**src/rtl/ex_div_stall_unit_if.sv**
```systemverilog
// +--------------------------------------------------------------------------+
// | Module   : ex_div_stall_unit_if                                          |
// | Purpose  : EX-stage divider bus: operands/control from the pipeline,     |
// |            result/ready and stall request back to the pipeline.          |
// | Revision : 1.0  initial release                                          |
// +--------------------------------------------------------------------------+
`default_nettype none

interface ex_div_stall_unit_if #(
  parameter int DW      = 32,
  parameter int STALL_W = 6
) ();

  logic [STALL_W-1:0] stall;
  logic               div_start;
  logic               div_signed;
  logic [DW-1:0]      opdata1;
  logic [DW-1:0]      opdata2;
  logic               cancel;
  logic [2*DW-1:0]    div_result;
  logic               div_ready;
  logic               stallreq_for_ex;

  // Pipeline / controller side
  modport master (
    output stall, div_start, div_signed, opdata1, opdata2, cancel,
    input  div_result, div_ready, stallreq_for_ex
  );

  // Divider side
  modport slave (
    input  stall, div_start, div_signed, opdata1, opdata2, cancel,
    output div_result, div_ready, stallreq_for_ex
  );

endinterface

`default_nettype wire

```
**src/rtl/ex_div_stall_unit.sv**
```systemverilog
// +--------------------------------------------------------------------------+
// | Module   : ex_div_stall_unit                                             |
// | Purpose  : Iterative radix-2 DIV/DIVU for the EX stage. Raises a stall   |
// |            request while a division is in flight and releases the       |
// |            result once the controller lets EX advance.                   |
// | Options  : DIV_EARLY_OUT_EN - finish at accept when |divisor| exceeds    |
// |            |dividend| (quotient 0, remainder = dividend).                |
// | Revision : 1.0  initial release                                          |
// +--------------------------------------------------------------------------+
`default_nettype none

module ex_div_stall_unit #(
  parameter int DW      = 32,
  parameter int STALL_W = 6,
  parameter int EX_BIT  = 3
) (
  input  wire logic          clk,
  input  wire logic          rst,
  ex_div_stall_unit_if.slave bus
);

  localparam int CW = $clog2(DW);

  typedef enum logic [1:0] {
    S_IDLE    = 2'd0,
    S_DIVZERO = 2'd1,
    S_ON      = 2'd2,
    S_END     = 2'd3
  } state_t;

  state_t            state;
  logic [CW-1:0]     counter;
  logic [2*DW:0]     partial;   // {working remainder (DW+1), quotient/dividend (DW)}
  logic [DW-1:0]     divisor;   // |opdata2|
  logic [DW-1:0]     raw_a;     // dividend exactly as presented
  logic              signed_op;
  logic              sign_a;
  logic              sign_b;
  logic [2*DW-1:0]   result;
  logic              ready;

  logic [DW-1:0]     abs_a;
  logic [DW-1:0]     abs_b;
  logic [2*DW:0]     shifted;
  logic [DW:0]       trial;
  logic [DW:0]       diff;
  logic              ge;
  logic [2*DW:0]     next_partial;
  logic [DW-1:0]     q_raw;
  logic [DW-1:0]     r_raw;
  logic [DW-1:0]     q_fix;
  logic [DW-1:0]     r_fix;
  logic              stall_unused;

  // Operand magnitudes; only DIV takes absolute values
  assign abs_a = (bus.div_signed && bus.opdata1[DW-1]) ? -bus.opdata1 : bus.opdata1;
  assign abs_b = (bus.div_signed && bus.opdata2[DW-1]) ? -bus.opdata2 : bus.opdata2;

  // One restoring shift-subtract step on the partial remainder
  assign shifted      = {partial[2*DW-1:0], 1'b0};
  assign trial        = shifted[2*DW:DW];
  assign diff         = trial - {1'b0, divisor};
  assign ge           = (trial >= {1'b0, divisor});
  assign next_partial = ge ? {diff, shifted[DW-1:1], 1'b1} : shifted;

  // Final-step values with the sign fix-up: quotient sign is the XOR of the
  // operand signs, remainder follows the dividend
  assign q_raw = next_partial[DW-1:0];
  assign r_raw = next_partial[2*DW-1:DW];
  assign q_fix = (signed_op && (sign_a ^ sign_b)) ? -q_raw : q_raw;
  assign r_fix = (signed_op && sign_a) ? -r_raw : r_raw;

  // Only the EX bit of the stall vector matters here
  assign stall_unused = ^bus.stall;

  // Hold EX while a division is outstanding; a flush drops the request at once
  assign bus.stallreq_for_ex = bus.div_start & ~ready & ~bus.cancel;
  assign bus.div_result      = result;
  assign bus.div_ready       = ready;

  // Divider state machine with registered result/ready
  always_ff @(posedge clk) begin
    if (rst) begin
      state     <= S_IDLE;
      counter   <= '0;
      partial   <= '0;
      divisor   <= '0;
      raw_a     <= '0;
      signed_op <= 1'b0;
      sign_a    <= 1'b0;
      sign_b    <= 1'b0;
      result    <= '0;
      ready     <= 1'b0;
    end else if (bus.cancel) begin
      state   <= S_IDLE;
      counter <= '0;
      result  <= '0;
      ready   <= 1'b0;
    end else begin
      case (state)
        S_IDLE: begin
          ready  <= 1'b0;
          result <= '0;
          if (bus.div_start) begin
            signed_op <= bus.div_signed;
            sign_a    <= bus.opdata1[DW-1];
            sign_b    <= bus.opdata2[DW-1];
            raw_a     <= bus.opdata1;
            divisor   <= abs_b;
            partial   <= {{(DW+1){1'b0}}, abs_a};
            counter   <= '0;
            if (bus.opdata2 == '0) begin
              state <= S_DIVZERO;
`ifdef DIV_EARLY_OUT_EN
            end else if (abs_b > abs_a) begin
              state  <= S_END;
              ready  <= 1'b1;
              result <= {bus.opdata1, {DW{1'b0}}};
`endif
            end else begin
              state <= S_ON;
            end
          end
        end

        S_DIVZERO: begin
          if (!bus.div_start) begin
            state <= S_IDLE;
          end else begin
            state  <= S_END;
            ready  <= 1'b1;
            result <= {raw_a, {DW{1'b1}}};
          end
        end

        S_ON: begin
          if (!bus.div_start) begin
            // Instruction left EX without waiting: abandon the division
            state   <= S_IDLE;
            counter <= '0;
          end else begin
            partial <= next_partial;
            counter <= counter + 1'b1;
            if (counter == CW'(DW-1)) begin
              state  <= S_END;
              ready  <= 1'b1;
              result <= {r_fix, q_fix};
            end
          end
        end

        S_END: begin
          // Result stays visible until the controller lets EX advance
          if (!bus.stall[EX_BIT]) begin
            state  <= S_IDLE;
            ready  <= 1'b0;
            result <= '0;
          end
        end

        default: begin
          state <= S_IDLE;
          ready <= 1'b0;
        end
      endcase
    end
  end

endmodule

`default_nettype wire

```
**src/flat_wrapper.sv**
```systemverilog
// flat-port wrapper written by rule: the top's interface ports become plain ports
module ex_div_stall_unit_flat 
#(
  parameter int DW      = 32,
  parameter int STALL_W = 6,
  parameter int EX_BIT  = 3
)
  (clk, rst, bus_stall, bus_div_start, bus_div_signed, bus_opdata1, bus_opdata2, bus_cancel, bus_div_result, bus_div_ready, bus_stallreq_for_ex);
  ex_div_stall_unit_if #(.DW(DW), .STALL_W(STALL_W)) bus_i ();
  input  wire logic clk;
  input  wire logic rst;
  input wire logic [$bits(bus_i.stall)-1:0] bus_stall;
  input wire logic [$bits(bus_i.div_start)-1:0] bus_div_start;
  input wire logic [$bits(bus_i.div_signed)-1:0] bus_div_signed;
  input wire logic [$bits(bus_i.opdata1)-1:0] bus_opdata1;
  input wire logic [$bits(bus_i.opdata2)-1:0] bus_opdata2;
  input wire logic [$bits(bus_i.cancel)-1:0] bus_cancel;
  output wire logic [$bits(bus_i.div_result)-1:0] bus_div_result;
  output wire logic [$bits(bus_i.div_ready)-1:0] bus_div_ready;
  output wire logic [$bits(bus_i.stallreq_for_ex)-1:0] bus_stallreq_for_ex;
  assign bus_i.stall = bus_stall;
  assign bus_i.div_start = bus_div_start;
  assign bus_i.div_signed = bus_div_signed;
  assign bus_i.opdata1 = bus_opdata1;
  assign bus_i.opdata2 = bus_opdata2;
  assign bus_i.cancel = bus_cancel;
  assign bus_div_result = bus_i.div_result;
  assign bus_div_ready = bus_i.div_ready;
  assign bus_stallreq_for_ex = bus_i.stallreq_for_ex;
  ex_div_stall_unit #(.DW(DW), .STALL_W(STALL_W), .EX_BIT(EX_BIT)) u_core (.clk(clk), .rst(rst), .bus(bus_i));
endmodule
```
**config.mk**
```make
export PLATFORM = sky130hd
export DESIGN_NAME = ex_div_stall_unit_flat
export DESIGN_NICKNAME = d
export VERILOG_FILES = /design/src/rtl/ex_div_stall_unit_if.sv /design/src/rtl/ex_div_stall_unit.sv /design/src/flat_wrapper.sv
export SDC_FILE = /design/constraint.sdc
export NUM_CORES = 1
export LEC_CHECK = 0
export CAP_MARGIN = 20
export CORE_MARGIN = 2
export CORE_UTILIZATION = 58
export DETAILED_ROUTE_END_ITERATION = 10
export PLACE_DENSITY_LB_ADDON = 0.12
export SYNTH_ARGS = -nofsm -noshare
export SYNTH_HDL_FRONTEND = slang
export SYNTH_SLANG_ARGS = --single-unit
```
**constraint.sdc**
```tcl
create_clock -name clk -period 4.8 [get_ports clk]
set_clock_uncertainty 0.15 [all_clocks]
set_input_delay 1.2 -clock clk [delete_from_list [all_inputs] [get_ports clk]]
set_output_delay 1.2 -clock clk [all_outputs]
set_load 0.03 [all_outputs]
```
## Word-level counts from Yosys, hierarchy flattened

Index checks and enable logic that the tools add are counted.

- Register bits after elaboration: 203
- Bits of input ports: 75
- Word-level logic and storage cells: 73

- Add/subtract/negate cells: 6
- $lt $le $gt $ge: 1
- Eq/ne operators: 10
- Multiplexer cells: 28
- Bitwise logic cells: 5
- Reduce and logical (&&, ||, !) cells: 13

Operators with widths:

| operator | number |
|---|---|
| two-way mux 64 bit | 7 |
| one-hot mux 64 bit (4 select lines) | 1 |
| two-way mux 32 bit | 4 |
| negation 32 bit | 4 |
| one-hot mux 64 bit (2 select lines) | 1 |
| greater-or-equal comparator 33 x 32 -> 1 bit | 1 |
| zero test 32 bit | 1 |
| subtractor 32 bit | 1 |
| two-way mux 2 bit | 6 |
| two-way mux 5 bit | 2 |
| one-hot mux 5 bit (2 select lines) | 1 |
| != test 2 bit (second input constant) | 4 |
| one-hot mux 2 bit (4 select lines) | 1 |
| AND reduction 4 bit | 2 |
| AND reduction 3 bit | 2 |
| adder 5 x 1 -> 5 bit (second input constant) | 1 |
| == test 5 bit (second input constant) | 1 |
| == test 2 bit (second input constant) | 2 |
| logical AND 1 bit | 4 |
| two-way mux 1 bit | 4 |
| one-hot mux 1 bit (4 select lines) | 1 |
| != test 3 x 2 -> 1 bit (second input constant) | 1 |
| bitwise AND 1 bit | 2 |
| == test 2 x 1 -> 1 bit (second input constant) | 1 |
| 7 further kinds | 8 |

## Logic depth before layout (Yosys ltp)

- Depth after elaboration: 7
- Mapped depth: 21
- Gate-level depth less buffers: 16

## Worst setup path after synthesis

Ideal clock, no wire load.

- Kind: reg2reg
- Start: reg u_core.partial[31]
- End: reg u_core.result[62], in the netlist u_core.bus.div_result[62]
- Setup time: 0.127 ns
- Data arrival time: 3.858 ns
- Data required time: 4.523 ns
- Path slack: 0.665 ns
- Cell stages (with the launch flop): 15
- Buffers on the path: 0
- Clock period less this slack: 4.135 ns
- Cells stage by stage: dfxtp_1 inv_1 ha_1 inv_1 fa_1 a21o_2 a221o_1 a211o_1 a21oi_4 nor3b_2 o41ai_2 or4_4 or4b_4 o2111ai_1 or3b_1

- Longest elaborated chain between the ends: 7

RTL lines:

| element | RTL line | RTL |
|---|---|---|
| from (decl) | ex_div_stall_unit.sv:33 | `logic [2*DW:0] partial;` |
| from (signal assigned) | ex_div_stall_unit.sv:110 | `partial <= {{(DW+1){1'b0}}, abs_a};` |
| from (signal assigned) | ex_div_stall_unit.sv:142 | `partial <= next_partial;` |
| subtractor 32 bit / greater-or-equal comparator 33 x 32 -> 1 bit (equally long branches) | ex_div_stall_unit.sv:62, ex_div_stall_unit.sv:63 |  |
| two-way mux 64 bit (*) | ex_div_stall_unit.sv:64 | `assign next_partial = ge ? {diff, shifted[DW-1:1], 1'b1} : shifted;` |
| negation 32 bit | ex_div_stall_unit.sv:71 | `assign r_fix = (signed_op && sign_a) ? -r_raw : r_raw;` |
| two-way mux 32 bit (*) | ex_div_stall_unit.sv:71 |  |
| two-way mux 64 bit (*) | ex_div_stall_unit.sv:144 | `if (counter == CW'(DW-1)) begin` |
| two-way mux 64 bit (*) | ex_div_stall_unit.sv:137 | `if (!bus.div_start) begin` |
| one-hot mux 64 bit (4 select lines) (*) | ex_div_stall_unit.sv:100 | `case (state)` |
| to (signal assigned) | ex_div_stall_unit.sv:132 | `result <= {raw_a, {DW{1'b1}}};` |
| to (signal assigned) | ex_div_stall_unit.sv:147 | `result <= {r_fix, q_fix};` |
| to (decl) | ex_div_stall_unit.sv:39 | `logic [2*DW-1:0] result;` |

Every way passes the cells marked *; elsewhere a longest branch is shown, timed or not. The select of a mux whose other input is x is not followed.
A chain may end at the register's enable or synchronous reset.

## Worst setup path in the final report

- Start: reg u_core.partial[31]
- End: reg u_core.result[63], in the netlist u_core.bus.div_result[63]

The elaborated chain is that of the path after synthesis.

==> flow_summary.json <==
{
  "initial_core_util_pct": 58.5,
  "yosysWarnings": 0,
  "synth_seq_cells": 202,
  "dr.pass1.iters": 5,
  "rows": 56,
  "track_usage_pct": 34.3,
  "crit_slowest_cell": "or4b_4",
  "fmax_ghz": 0.219,
  "antenna_found_initial": 0,
  "syn2layout_area_growth_pct": 18.4,
  "root_buffer": "clkbuf_16",
  "setup_viol": 0,
  "drv_cap": 0,
  "seq_power_share_pct": 37.0,
  "ys_seq_area_share_pct": 29.7,
  "p_switching_mw": 1.51,
  "dpl.hpwl_um": 32400,
  "power_density_mw_per_mm2": 301,
  "synth-async-reset-ratio_pct": 0,
  "synth_area_mm2": 0.0136,
  "pwr-share-clk_pct": 39.2,
  "drive_above_1_share_pct": 7.47,
  "die-width_um": 157,
  "dr.first_iter.drc_count": 1367,
  "cts-hold-fix-buffers": 0,
  "post-route-util_pct": 69.3,
  "worstSetupPathType": "reg2reg",
  "synth_top_area_share_pct": 29.7,
  "die_h_um": 157,
  "avgSynthCellArea_um2": 7.23,
  "grt_pass1_wl_um": 68000,
  "layout_min_cycle_time_ps": 4560,
  "coreArea_mm2": 0.0233,
  "overflow": 0,
  "internal_power_mw": 3.33,
  "maxSlewViolCount": 0,
  "rsz0062_at_grt": "no",
  "cts_max_path_buffers": 3,
  "via_per_inst": 6.17,
  "synth.net_count": 2001,
  "synth-main-ff-cell": "dfxtp_1",
  "combPwrFrac_pct": 23.9,
  "numPortBuffers": 135,
  "crit_fanout": 5,
  "p_total_mw": 4.85,
  "drc": 0,
  "arrival_ps": 4870,
  "io_pins": 141,
  "cts.clk_slew.worst_paths_ps": 60,
  "wirelength_um": 43700,
  "ir_drop_v": 0.000277,
  "slowest_delay_ps": 530,
  "synth_edf_count": 0,
  "ant_nets": 0,
  "tritoncts": "yes",
  "cts_buffers": 24,
  "worstMarginPinSlew_ps": 1040,
  "hold_viol_final": 0,
  "clock_latency_ps": 530,
  "avgRoutedWirePerCell_um": 18.9,
  "leakagePower_nw": 6.02,
  "synth_top_area_cell": "dfxtp_1",
  "nFillCells": 2027,
  "swShare_pct": 31.2,
  "hold_path_class": "reg2reg",
  "syn_inst": 1884,
  "synth.area.top_cells": "dfxtp_1 30%, a21oi_1 8.7%, nand2_1 7.5%, nor2_1 5.7%, o21ai_0 4.8%",
  "crit_chain": "inv_1 -> ha_1 -> inv_1 -> fa_1 -> a21o_2 -> a221o_1 -> a211o_1 -> a21oi_4 -> nor3b_2 -> o41ai_2 -> or4_4 -> or4b_4 -> or4_1 -> nand3_1",
  "synth_cell_types": 90,
  "max_slew_margin_pct": 30.9,
  "fin_crit_sh_pct": 95.0,
  "cp-start-kind": "flip-flop",
  "nNetsFinal": 2094,
  "setup_tns_ps": 0,
  "cp.required_ps": 5110,
  "htree_levels": 1,
  "crit_top_cell": "inv_1",
  "cp-end-kind": "flip-flop",
  "status": "finished clean",
  "grt_pass1_vias": 12914,
  "grt_max_degree": 98,
  "die_area_mm2": 0.0247,
  "antennaDiodeCount": 0,
  "vias": 14276,
  "cts.sinks": 202,
  "routabilityCongestion": 0.938
}
## layout make-up
type	instances	area (um2)	share of cell area, %
Multi-Input combinational cell	1497	8820	54.7
Sequential cell	202	4040	25.1
Timing Repair Buffer	195	1820	11.3
Clock buffer	32	651	4.03
Tap cell	319	399	2.48
Inverter	57	214	1.33
Clock inverter	11	174	1.08
## worst max-delay path, delay by kind of cell (launching register included)
family	cells	cell delay [ps]
DFF	1	340
adders and majority gates	2	570
buffers and inverters	2	150
and+or+nand+nor	5	1830
AOI/OAI and AO/OA	5	1450
## synthesized netlist by cell type (6+ instances only)
cell type and number:
nor4_1 23, a21oi_1 236, o211ai_1 7, xor2_1 51, o41ai_1 9, a221oi_1 11
buf_1 10, o31ai_1 14, ha_1 41, a21o_1 10, clkbuf_1 97, buf_2 12
a311oi_1 7, nor3_1 45, o21ai_0 130, nand2b_1 7, o22ai_1 7, a2bb2oi_1 10
dfxtp_1 202, and2_1 15, and4_1 7, nand3_1 43, nor2b_1 13, nor2_1 207
or4_1 10, a31oi_1 12, o21a_1 11, a22oi_1 25, or3_1 15, nand4_1 11
inv_1 55, xnor2_1 64, nand2_1 272, and3_1 22, mux2i_1 13, a211o_1 6
a211oi_1 44
## final timing paths
check | startpoint | slack (ps) | cells past startpoint | end
worst max-delay path | u_core.partial[31] | 240 | 14 | u_core.bus.div_result[63]
worst min-delay path | u_core.raw_a[28] | 310 | 2 | u_core.raw_a[28]
worst max register to register | u_core.partial[31] | 240 | 14 | u_core.bus.div_result[63]
worst min register to register | u_core.raw_a[28] | 310 | 2 | u_core.raw_a[28]
## logic make-up after synthesis
family / Yosys count / share of synthesized area (%)
flops: 202 / 29.7
xor+xnor: 115 / 7.40
compound gates: 598 / 27.4
simple gates: 724 / 24.5
fa+ha+maj: 42 / 3.92
mux: 18 / 1.37
buf+inv: 185 / 5.73
## flip-flops by register name, summed over array words and instances (netlist names)
| name | count |
|---|---|
| u_core.partial | 64 |
| u_core.signed_op | 1 |
| u_core.raw_a | 32 |
| u_core.divisor | 32 |
| u_core.bus.div_ready | 1 |
| u_core.counter | 5 |
| u_core.state | 2 |
| u_core.bus.div_result | 64 |
| u_core.sign_b | 1 |
## power by group through the flow
| stage | Sequential [mW] | Clock [mW] | Combinational, mW |
|---|---|---|---|
| 6_report | 1.79 | 1.90 | 1.16 |
| 3_3_place_gp | 1.82 | 0 | 1.10 |
| 5_1_grt | 1.80 | 1.97 | 1.26 |
| 4_1_cts | 1.79 | 1.91 | 1.13 |
| 2_1_floorplan | 1.82 | 0 | 0.759 |
| 3_5_place_dp | 1.83 | 0 | 1.12 |
## metal layers
metal | vias to the layer above | wire [um] | track usage (%)
li1 | 6917 | - | -
met1 | 6698 | 19200 | 48.6
met2 | 584 | 19600 | 54.6
met3 | 77 | 3660 | 4.93
met4 | 0 | 1170 | 9.39
met5 | - | 0 | 0
## through the flow
step	worst slack (ps)	cell area, um2	std cells	hold WS (ps)
final	240	16100	2313	305
after global placement	191	15300	2268	292
after floorplan	665	13600	1884	282
after detailed placement	240	15300	2269	293
after global routing	39.4	16100	2313	322
after CTS	239	16100	2312	304
## cell usage in the layout (no fill, tap or decap), drive strengths merged, types with 13 or more instances in the layout
| master | count |
|---|---|
| a31oi | 13 |
| and2 | 16 |
| mux2i | 13 |
| nor2b | 13 |
| a21oi | 239 |
| nand3 | 43 |
| nand4 | 13 |
| a211oi | 44 |
| a21o | 13 |
| a22oi | 25 |
| inv | 57 |
| xor2 | 51 |
| and3 | 25 |
| o31ai | 15 |
| ha | 41 |
| or3 | 16 |
| clkbuf | 32 |
| nor3 | 46 |
| xnor2 | 64 |
| clkdlybuf4s50 | 134 |
| o21ai | 135 |
| nor4 | 23 |
| nand2 | 273 |
| nor2 | 207 |
| buf | 61 |
| dfxtp | 202 |
## what timing repair did
item / 4_1_cts / 5_1_grt
gates resized for setup: 0 / 2
setup endpoints to repair: 0 / 3
setup buffers: 0 / 1
(Power assumes the default switching activity.)
